$ cat src/rtl/serial_pkg.sv
// Shared definitions for the serial line receiver: the ASCII control codes
// it reacts to and the collect/hold state encoding.
package serial_pkg;

   localparam logic [7:0] ASCII_BS  = 8'h08;
   localparam logic [7:0] ASCII_LF  = 8'h0A;
   localparam logic [7:0] ASCII_CR  = 8'h0D;
   localparam logic [7:0] ASCII_DEL = 8'h7F;

   typedef enum logic {
      ST_COLLECT = 1'b0,
      ST_HOLD    = 1'b1
   } rx_state_e;

   function automatic logic is_term(input logic [7:0] b);
      return (b == ASCII_CR) || (b == ASCII_LF);
   endfunction

   function automatic logic is_erase(input logic [7:0] b);
      return (b == ASCII_BS) || (b == ASCII_DEL);
   endfunction

endpackage

$ cat src/rtl/line_buf_ram.sv
// Line buffer storage: one synchronous write port and one registered read
// port with no reset, so it maps onto a block RAM.
module line_buf_ram #(
   parameter int DEPTH  = 32,
   parameter int ADDR_W = 5
) (
   input  logic              clk,
   input  logic              wr_en,
   input  logic [ADDR_W-1:0] wr_addr,
   input  logic [7:0]        wr_data,
   input  logic [ADDR_W-1:0] rd_addr,
   output logic [7:0]        rd_data
);

   logic [7:0] mem [DEPTH];
   logic [7:0] rd_data_q;

   always_ff @(posedge clk) begin
      if (wr_en) begin
         mem[wr_addr] <= wr_data;
      end
      rd_data_q <= mem[rd_addr];
   end

   assign rd_data = rd_data_q;

endmodule

$ cat src/rtl/serial_line_rx.sv
// Assembles bytes from the UART output stream into lines with backspace
// editing, then holds each completed line until the consumer acknowledges it.
module serial_line_rx
   import serial_pkg::*;
#(
   parameter int LINE_DEPTH = 32
) (
   input  logic                              clk_48mhz,
   input  logic                              reset_n,
   input  logic [7:0]                        uart_out_data,
   input  logic                              uart_out_valid,
   output logic                              uart_out_ready,
   output logic                              line_valid,
   output logic [$clog2(LINE_DEPTH+1)-1:0]   line_len,
   output logic                              line_ovf,
   input  logic [$clog2(LINE_DEPTH)-1:0]     rd_addr,
   output logic [7:0]                        rd_data,
   input  logic                              line_ack
);

   localparam int LEN_W  = $clog2(LINE_DEPTH + 1);
   localparam int ADDR_W = $clog2(LINE_DEPTH);
   localparam logic [LEN_W-1:0] FULL_LEN = LEN_W'(LINE_DEPTH);

   rx_state_e        state_q, state_d;
   logic [LEN_W-1:0] len_q, len_d;
   logic             ovf_q, ovf_d;
   logic             out_en_q, out_en_d;

   logic             accept;
   logic             wr_en;
   logic [7:0]       ram_rd_data;

   // out_en_q stays low through reset and rises on the first edge after it,
   // which both delays ready and masks the unreset RAM read register.
   assign out_en_d = 1'b1;

   always_comb begin
      state_d = state_q;
      len_d   = len_q;
      ovf_d   = ovf_q;
      wr_en   = 1'b0;
      accept  = uart_out_valid && uart_out_ready;

      case (state_q)
         ST_COLLECT: begin
            if (accept) begin
               if (is_term(uart_out_data)) begin
                  if ((len_q != '0) || ovf_q) begin
                     state_d = ST_HOLD;
                  end
               end else if (is_erase(uart_out_data)) begin
                  if (len_q != '0) begin
                     len_d = len_q - LEN_W'(1);
                  end
               end else if (len_q < FULL_LEN) begin
                  wr_en = 1'b1;
                  len_d = len_q + LEN_W'(1);
               end else begin
                  ovf_d = 1'b1;
               end
            end
         end
         ST_HOLD: begin
            if (line_ack) begin
               state_d = ST_COLLECT;
               len_d   = '0;
               ovf_d   = 1'b0;
            end
         end
         default: begin
            state_d = ST_COLLECT;
         end
      endcase
   end

   always_ff @(posedge clk_48mhz or negedge reset_n) begin
      if (!reset_n) begin
         state_q  <= ST_COLLECT;
         len_q    <= '0;
         ovf_q    <= 1'b0;
         out_en_q <= 1'b0;
      end else begin
         state_q  <= state_d;
         len_q    <= len_d;
         ovf_q    <= ovf_d;
         out_en_q <= out_en_d;
      end
   end

   line_buf_ram #(
      .DEPTH  (LINE_DEPTH),
      .ADDR_W (ADDR_W)
   ) u_line_buf (
      .clk     (clk_48mhz),
      .wr_en   (wr_en),
      .wr_addr (len_q[ADDR_W-1:0]),
      .wr_data (uart_out_data),
      .rd_addr (rd_addr),
      .rd_data (ram_rd_data)
   );

   assign uart_out_ready = out_en_q && (state_q == ST_COLLECT);
   assign line_valid     = (state_q == ST_HOLD);
   assign line_len       = len_q;
   assign line_ovf       = ovf_q;
   assign rd_data        = out_en_q ? ram_rd_data : 8'h00;

endmodule

$ cat config.mk
export PLATFORM = sky130hd
export DESIGN_NAME = serial_line_rx
export DESIGN_NICKNAME = d
export VERILOG_FILES = /design/src/rtl/serial_pkg.sv /design/src/rtl/line_buf_ram.sv /design/src/rtl/serial_line_rx.sv
export SDC_FILE = /design/constraint.sdc
export NUM_CORES = 1
export LEC_CHECK = 0
export CAP_MARGIN = 10
export CORE_MARGIN = 2
export CORE_UTILIZATION = 35
export DETAILED_ROUTE_END_ITERATION = 8
export DONT_BUFFER_PORTS = 1
export GPL_ROUTABILITY_DRIVEN = 1
export GPL_TIMING_DRIVEN = 1
export HOLD_SLACK_MARGIN = 0.15
export SLEW_MARGIN = 20
export SYNTH_ARGS = -nofsm -noshare
export SYNTH_HDL_FRONTEND = slang
export SYNTH_SLANG_ARGS = --single-unit
$ cat constraint.sdc
create_clock -name clk_48mhz -period 2.6 [get_ports clk_48mhz]
set_input_delay 0.65 -clock clk_48mhz [delete_from_list [all_inputs] [get_ports clk_48mhz]]
set_output_delay 0.65 -clock clk_48mhz [all_outputs]
set_load 0.03 [all_outputs]
; After elaboration in Yosys (flattened, before gate mapping)
; Memory sizes are Yosys's and may differ from the RTL's. A register that Yosys moved wholly into a read port is not among the register bits.
; Cells that the tools add are included.
[totals]
reg_bits = 9
mem_bits_rw = 256
input_bits = 17
output_inout_bits = 17
elab_cells = 54
n_memories = 1
[memory_table]
columns = memory, depth, word_bits, rd, rd_ports_with_merged_regs, wr, line
row1 = u_line_buf.mem, 32, 8, 1, 1, 1, line_buf_ram.sv:15  ; logic [7:0] mem [DEPTH];
[classes]
addsub = 2
magnitude_cmp = 1
eq_ne = 11
mux = 26
n_bitwise = 1
n_reduce_logical = 8
[ops]
columns = cell, count
row1 = 6-bit two-way mux, 6
row2 = "8-bit by 4-bit equality test with 1-bit output, second input constant", 3
row3 = 1-bit two-way mux, 16
row4 = 6-bit one-hot mux with 2 select lines, 1
row5 = "2-bit != test, second input constant", 5
row6 = 5-bit AND reduction, 2
row7 = "8-bit by 7-bit equality test with 1-bit output, second input constant", 1
row8 = 8-bit two-way mux, 1
row9 = "6-bit by 1-bit adder with 6-bit output, second input constant", 1
row10 = "6-bit less-than comparator, second input constant", 1
row11 = "3-bit != test, second input constant", 2
row12 = 6-bit nonzero test, 1
row13 = "6-bit by 1-bit subtractor with 6-bit output, second input constant", 1
row14 = 1-bit one-hot mux with 2 select lines, 2
row15 = 1-bit logical OR, 3
row16 = 1-bit logical AND, 2
row17 = 1-bit inverter, 1

; Depth between registers and ports, before layout
[logic_depth]
depth_word = 8
mapped_depth = 10
mapped_depth_nobuf = 10

; By module
; Synthesis repeated with hierarchy kept, for this count alone.
[hier_totals]
cells_unflattened = 509
hier_area_um2 = 10874.2
[by_module_without_submodules]
columns = mod, instances, cells_per_inst, area_each_um2, seq_area_each_um2
row1 = line_buf_ram, 1, 417, 10053.4, 7847.5
row2 = serial_line_rx, 1, 92, 820.8, 225.2

; Worst setup path before layout
; No wires, ideal clock.
[synth_path]
kind = input-to-reg
start = input port uart_out_data[4]
end = memory u_line_buf.mem[12][0], enable pin
setup_ns = 0.370
t_arrival_ns = 2.337
required_ns = 2.230
path_slack_ns = -0.108
path_stages = 7
path_buffers = 0
path_cell_list = and4_1 > and4_1 > nor2_1 > ha_1 > nor2b_1 > nand3_1 > nor2_1
[synth_between]
elab_chain_cells = 8
elab_cells_between_ends = 12
classes_between = eq/ne (4) / mux (6) / reduce/logical (2)
[synth_lines]
columns = element, line
row1 = from (decl), serial_line_rx.sv:10  ; input logic [7:0] uart_out_data,
row2 = 8-bit by 4-bit equality test with 1-bit output or 8-bit by 7-bit equality test with 1-bit output (tied branches), serial_pkg.sv:20  ; return (b == ASCII_BS) || (b == ASCII_DEL);
row3 = 1-bit logical OR, serial_pkg.sv:20
row4 = 1-bit two-way mux, serial_line_rx.sv:52  ; end else if (is_erase(uart_out_data)) begin
row5 = 1-bit two-way mux *, serial_line_rx.sv:48  ; if (is_term(uart_out_data)) begin
row6 = 1-bit two-way mux *, serial_line_rx.sv:47  ; if (accept) begin
row7 = 1-bit two-way mux *, serial_line_rx.sv:45  ; case (state_q)
row8 = 1-bit two-way mux *, line_buf_ram.sv:19  ; if (wr_en) begin
row9 = 1-bit two-way mux (implied by the code) *, line_buf_ram.sv:20  ; mem[wr_addr] <= wr_data;
row10 = to (decl), line_buf_ram.sv:15
; Every way passes the cells marked *; elsewhere a longest branch is shown, timed or not.

; Final worst setup path
[layout_path]
start = register len_q[1], in the netlist line_len[1]
end = register len_q[4], in the netlist line_len[4]
[layout_between]
elab_chain_cells = 6
elab_cells_between_ends = 13
classes_between = add/sub (2) / order compare (1) / eq/ne (2) / mux (6) / reduce/logical (2)
[layout_lines]
columns = element, line
row1 = from (decl), serial_line_rx.sv:26  ; logic [LEN_W-1:0] len_q, len_d;
row2 = from (signal assigned), serial_line_rx.sv:85  ; len_q <= len_d;
row3 = 6-bit by 1-bit adder with 6-bit output or 6-bit by 1-bit subtractor with 6-bit output (tied branches), "serial_line_rx.sv:58, serial_line_rx.sv:54"
row4 = 6-bit two-way mux (on tied branches), "serial_line_rx.sv:56, serial_line_rx.sv:53"
row5 = 6-bit two-way mux, serial_line_rx.sv:52
row6 = 6-bit two-way mux, serial_line_rx.sv:48
row7 = 6-bit two-way mux, serial_line_rx.sv:47
row8 = 6-bit one-hot mux with 2 select lines, serial_line_rx.sv:45
; Parallel ways exist; a longest one is shown, timed or not. The select of a mux whose other input is x is not followed.
; A chain may end at the register's enable or synchronous reset.

==> flow_summary.yaml <==
hold_path:
  min_path_cells: 0
  hold_path.class: "primary input to flop"
  min_from: "uart_out_data[3]"
  min_to: "u_line_buf.mem[12][3]"
logic_synthesis:
  synth_cell_types: 53
  ys_seq_elements: 273
  syn_inst: 610
  synthFlopType: "edfxtp_1"
  syn_nets: 634
  synthArstFlopShare_pct: 3.30
  ys_seq_area_share_pct: 73.7
  avgSynthCellArea_um2: 18.0
  syn_area_um2: 11000
  synth_warnings: 0
  synth_edf_count: 256
cells_and_area:
  multi_input_area_um2: 2690
  final_cell_mix: "edfxtp_1 (256), mux2i_1 (57), buf_4 (38), mux4_2 (32), nor2_1 (30)"
  n_antenna_cell: 0
  nets: 686
  area.growth.synth_to_final_pct: 15.5
  fillers: 2694
  regArea_um2: 8070
  fin_util_pct: 41.2
  layout_commonest_cell: "edfxtp_1"
  layout-drive-gt1-share_pct: 21.2
drt:
  viasPerCell: 5.22
  dr.pass1.iters: 5
  drt-initial-drc-count: 502
  drt-total-wl_mm: 23.1
  route.detailed.drc: 0
  ant_nets: 0
  post_drt_wl_per_cell_um: 21.4
  dr_total_vias: 5634
power:
  power_switching_uw: 2380
  p_clk_share_pct: 37.7
  ir_worst_vdd_v: 0.000451
  power_frac_comb_pct: 9.4
  p_int_uw: 7480
  leakage_uw: 0.00418
  seqPwrFrac_pct: 52.9
  sw_frac_of_total_pct: 24.1
  p_per_area_nw_per_um2: 779
setup_path:
  rr_endpoint: "line_len[4]"
  worstReg2RegStart: "line_len[1]"
  crit_path_start_kind: "flop"
  cp_max_fo: 6
  reg2reg_depth: 7
  rrSetupSlack_ps: 400
  cp_slowest_cell: "dfrtp_1"
  crit_path_cell_trace: "inv_1 -> fa_1 -> nand2b_1 -> a21oi_1 -> xor2_1 -> nand4_1 -> o311ai_1"
  critPathMaxStageDelay_ps: 650
  crit_type: "flop to flop"
  worst_setup_path_end_kind: "flop"
  worstPathRequired_ps: 3030
  crit_arrival_ps: 2630
global_route:
  overflow: 0
  first_global_vias: 5893
  grtUsageTotal_pct: 14.1
  grt_max_degree: 105
  grt_first_pass_wirelength_mm: 35.4
  antenna_found_initial: 1
clocking:
  cts-htree-levels: 1
  cts_resized: 0
  cts.sinks: 273
  cts_tree: "built"
  root_buffer: "clkbuf_16"
  numCtsBuffers: 28
  clock_latency_ps: 530
  cts.clk_slew.worst_paths_ps: 60
  cts.path.max_buffers: 3
timing:
  max_slew_margin_pct: 48.5
  hold_violations: 0
  post-route-period-util_pct: 84.6
  tns_ps: 0
  max_freq_mhz: 455
  setup-violations-final: 0
  timing.final.crit_period_ps: 2200
  final.setup.worst_slack_ps: 401
  drv_slew: 0
  clock_skew_ps: 11.8
  hold_slack_ps: 214
  tightest_slew_ps: 770
  rsz0062_at_grt: "false"
place:
  dp_slack_ps: -72.9
  place.gp.congestion: 0.855
  place_hpwl_mm: 14.7
  io_buffers: 0
floorplan:
  die_area_um2: 32700
  core_um2: 30700
  row_count: 64
  ios: 34
  die_h_um: 181
  die_x_um: 181
  start_util_pct: 35.7
run:
  maxCapViolCount: 0
run_status:
  outcome: "complete, no violations"
[what timing repair did]
| item | CTS | global route |
|---|---|---|
| hold endpoints to repair | 9 | 0 |
| buffers inserted | 0 | 0 |
| hold buffers | 1 | 0 |
[final cells by class]
class,count,area share [%]
Clock buffer,33,5.86
Inverter,8,0.237
Timing Repair Buffer,49,3.92
Tap cell,396,3.92
Clock inverter,19,0.969
Multi-Input combinational cell,302,21.3
Sequential cell,273,63.8
[kinds of logic after synthesis]
kind of cell | share of synthesized area [%]
compound gates | 5.62
xor+xnor | 0.320
fa+ha+maj | 0.868
buf+inv | 2.03
flops | 73.7
mux | 11.8
other cells | 0.0342
simple gates | 5.64
[critical path: cells and delay by family (launching register included)]
family,cells,cell delay [ps]
flops,1,650
fa+ha+maj,1,470
simple gates,2,290
compound gates,2,280
buf+inv,1,230
xor+xnor,1,180
[synth_stat cells (all sizes together), types with 2 or more instances]
cell type | n | area share (%)
a2111oi | 8 | 0.75
a211oi | 9 | 0.62
a21oi | 10 | 0.46
a22o | 8 | 0.64
a22oi | 24 | 1.6
a31oi | 8 | 0.46
and2 | 9 | 0.51
and3 | 2 | 0.11
and3b | 2 | 0.16
and4 | 2 | 0.16
buf | 26 | 1.7
dfrtp | 9 | 2.1
dfxtp | 8 | 1.5
edfxtp | 256 | 70
ha | 6 | 0.69
inv | 8 | 0.27
mux2i | 57 | 5.2
mux4 | 32 | 6.6
nand2 | 17 | 0.58
nand2b | 2 | 0.11
nand3 | 17 | 1.0
nand4 | 3 | 0.17
nor2 | 44 | 1.6
nor2b | 13 | 0.74
nor3b | 2 | 0.14
nor4 | 2 | 0.17
o21ai | 3 | 0.14
o22ai | 4 | 0.23
o311ai | 2 | 0.16
xor2 | 4 | 0.32
[worst max-delay path by stage]
stage | start | endpoint | slack, ps | depth (start not counted)
after global routing | uart_out_data[4] | u_line_buf.mem[13][7] | 260 | 8
after CTS | line_len[1] | line_len[4] | 420 | 7
after detailed placement | uart_out_data[4] | u_line_buf.mem[13][7] | -70 | 8
after floorplan | uart_out_data[4] | u_line_buf.mem[12][0] | -110 | 7
final | line_len[1] | line_len[4] | 400 | 7
after global placement | uart_out_data[4] | line_len[5] | -20 | 10
[stage by stage]
step           instances  power [µW]  instance area, µm²
2_1_floorplan        610        5940               11000
3_3_place_gp        1027        6180               11800
3_5_place_dp        1027        6220               11800
4_1_cts             1080        9930               12600
5_1_grt             1080       10200               12600
6_report            1080        9860               12600
[routing by layer]
layer	vias to the layer above	global-route usage (%)	wire, µm
li1	2564	-	-
met1	2878	19.8	10500
met2	164	23.2	11000
met3	28	2.00	1190
met4	0	3.97	449
met5	-	0	0
[power groups by stage]
| stage | registers, µW | logic, µW | clock network, µW |
|---|---|---|---|
| 6_report | 5210 | 926 | 3720 |
| 5_1_grt | 5230 | 1010 | 3990 |
| 4_1_cts | 5210 | 928 | 3800 |
| 3_5_place_dp | 5300 | 920 | 0 |
| 3_3_place_gp | 5290 | 884 | 0 |
| 2_1_floorplan | 5260 | 688 | 0 |
[registers in the layout, summed over array words and instances (netlist names)]
signal	count
out_en_q	1
line_valid	1
u_line_buf.mem	256
line_len	6
line_ovf	1
u_line_buf.rd_data	8
Power figures use the tool's default switching activity.
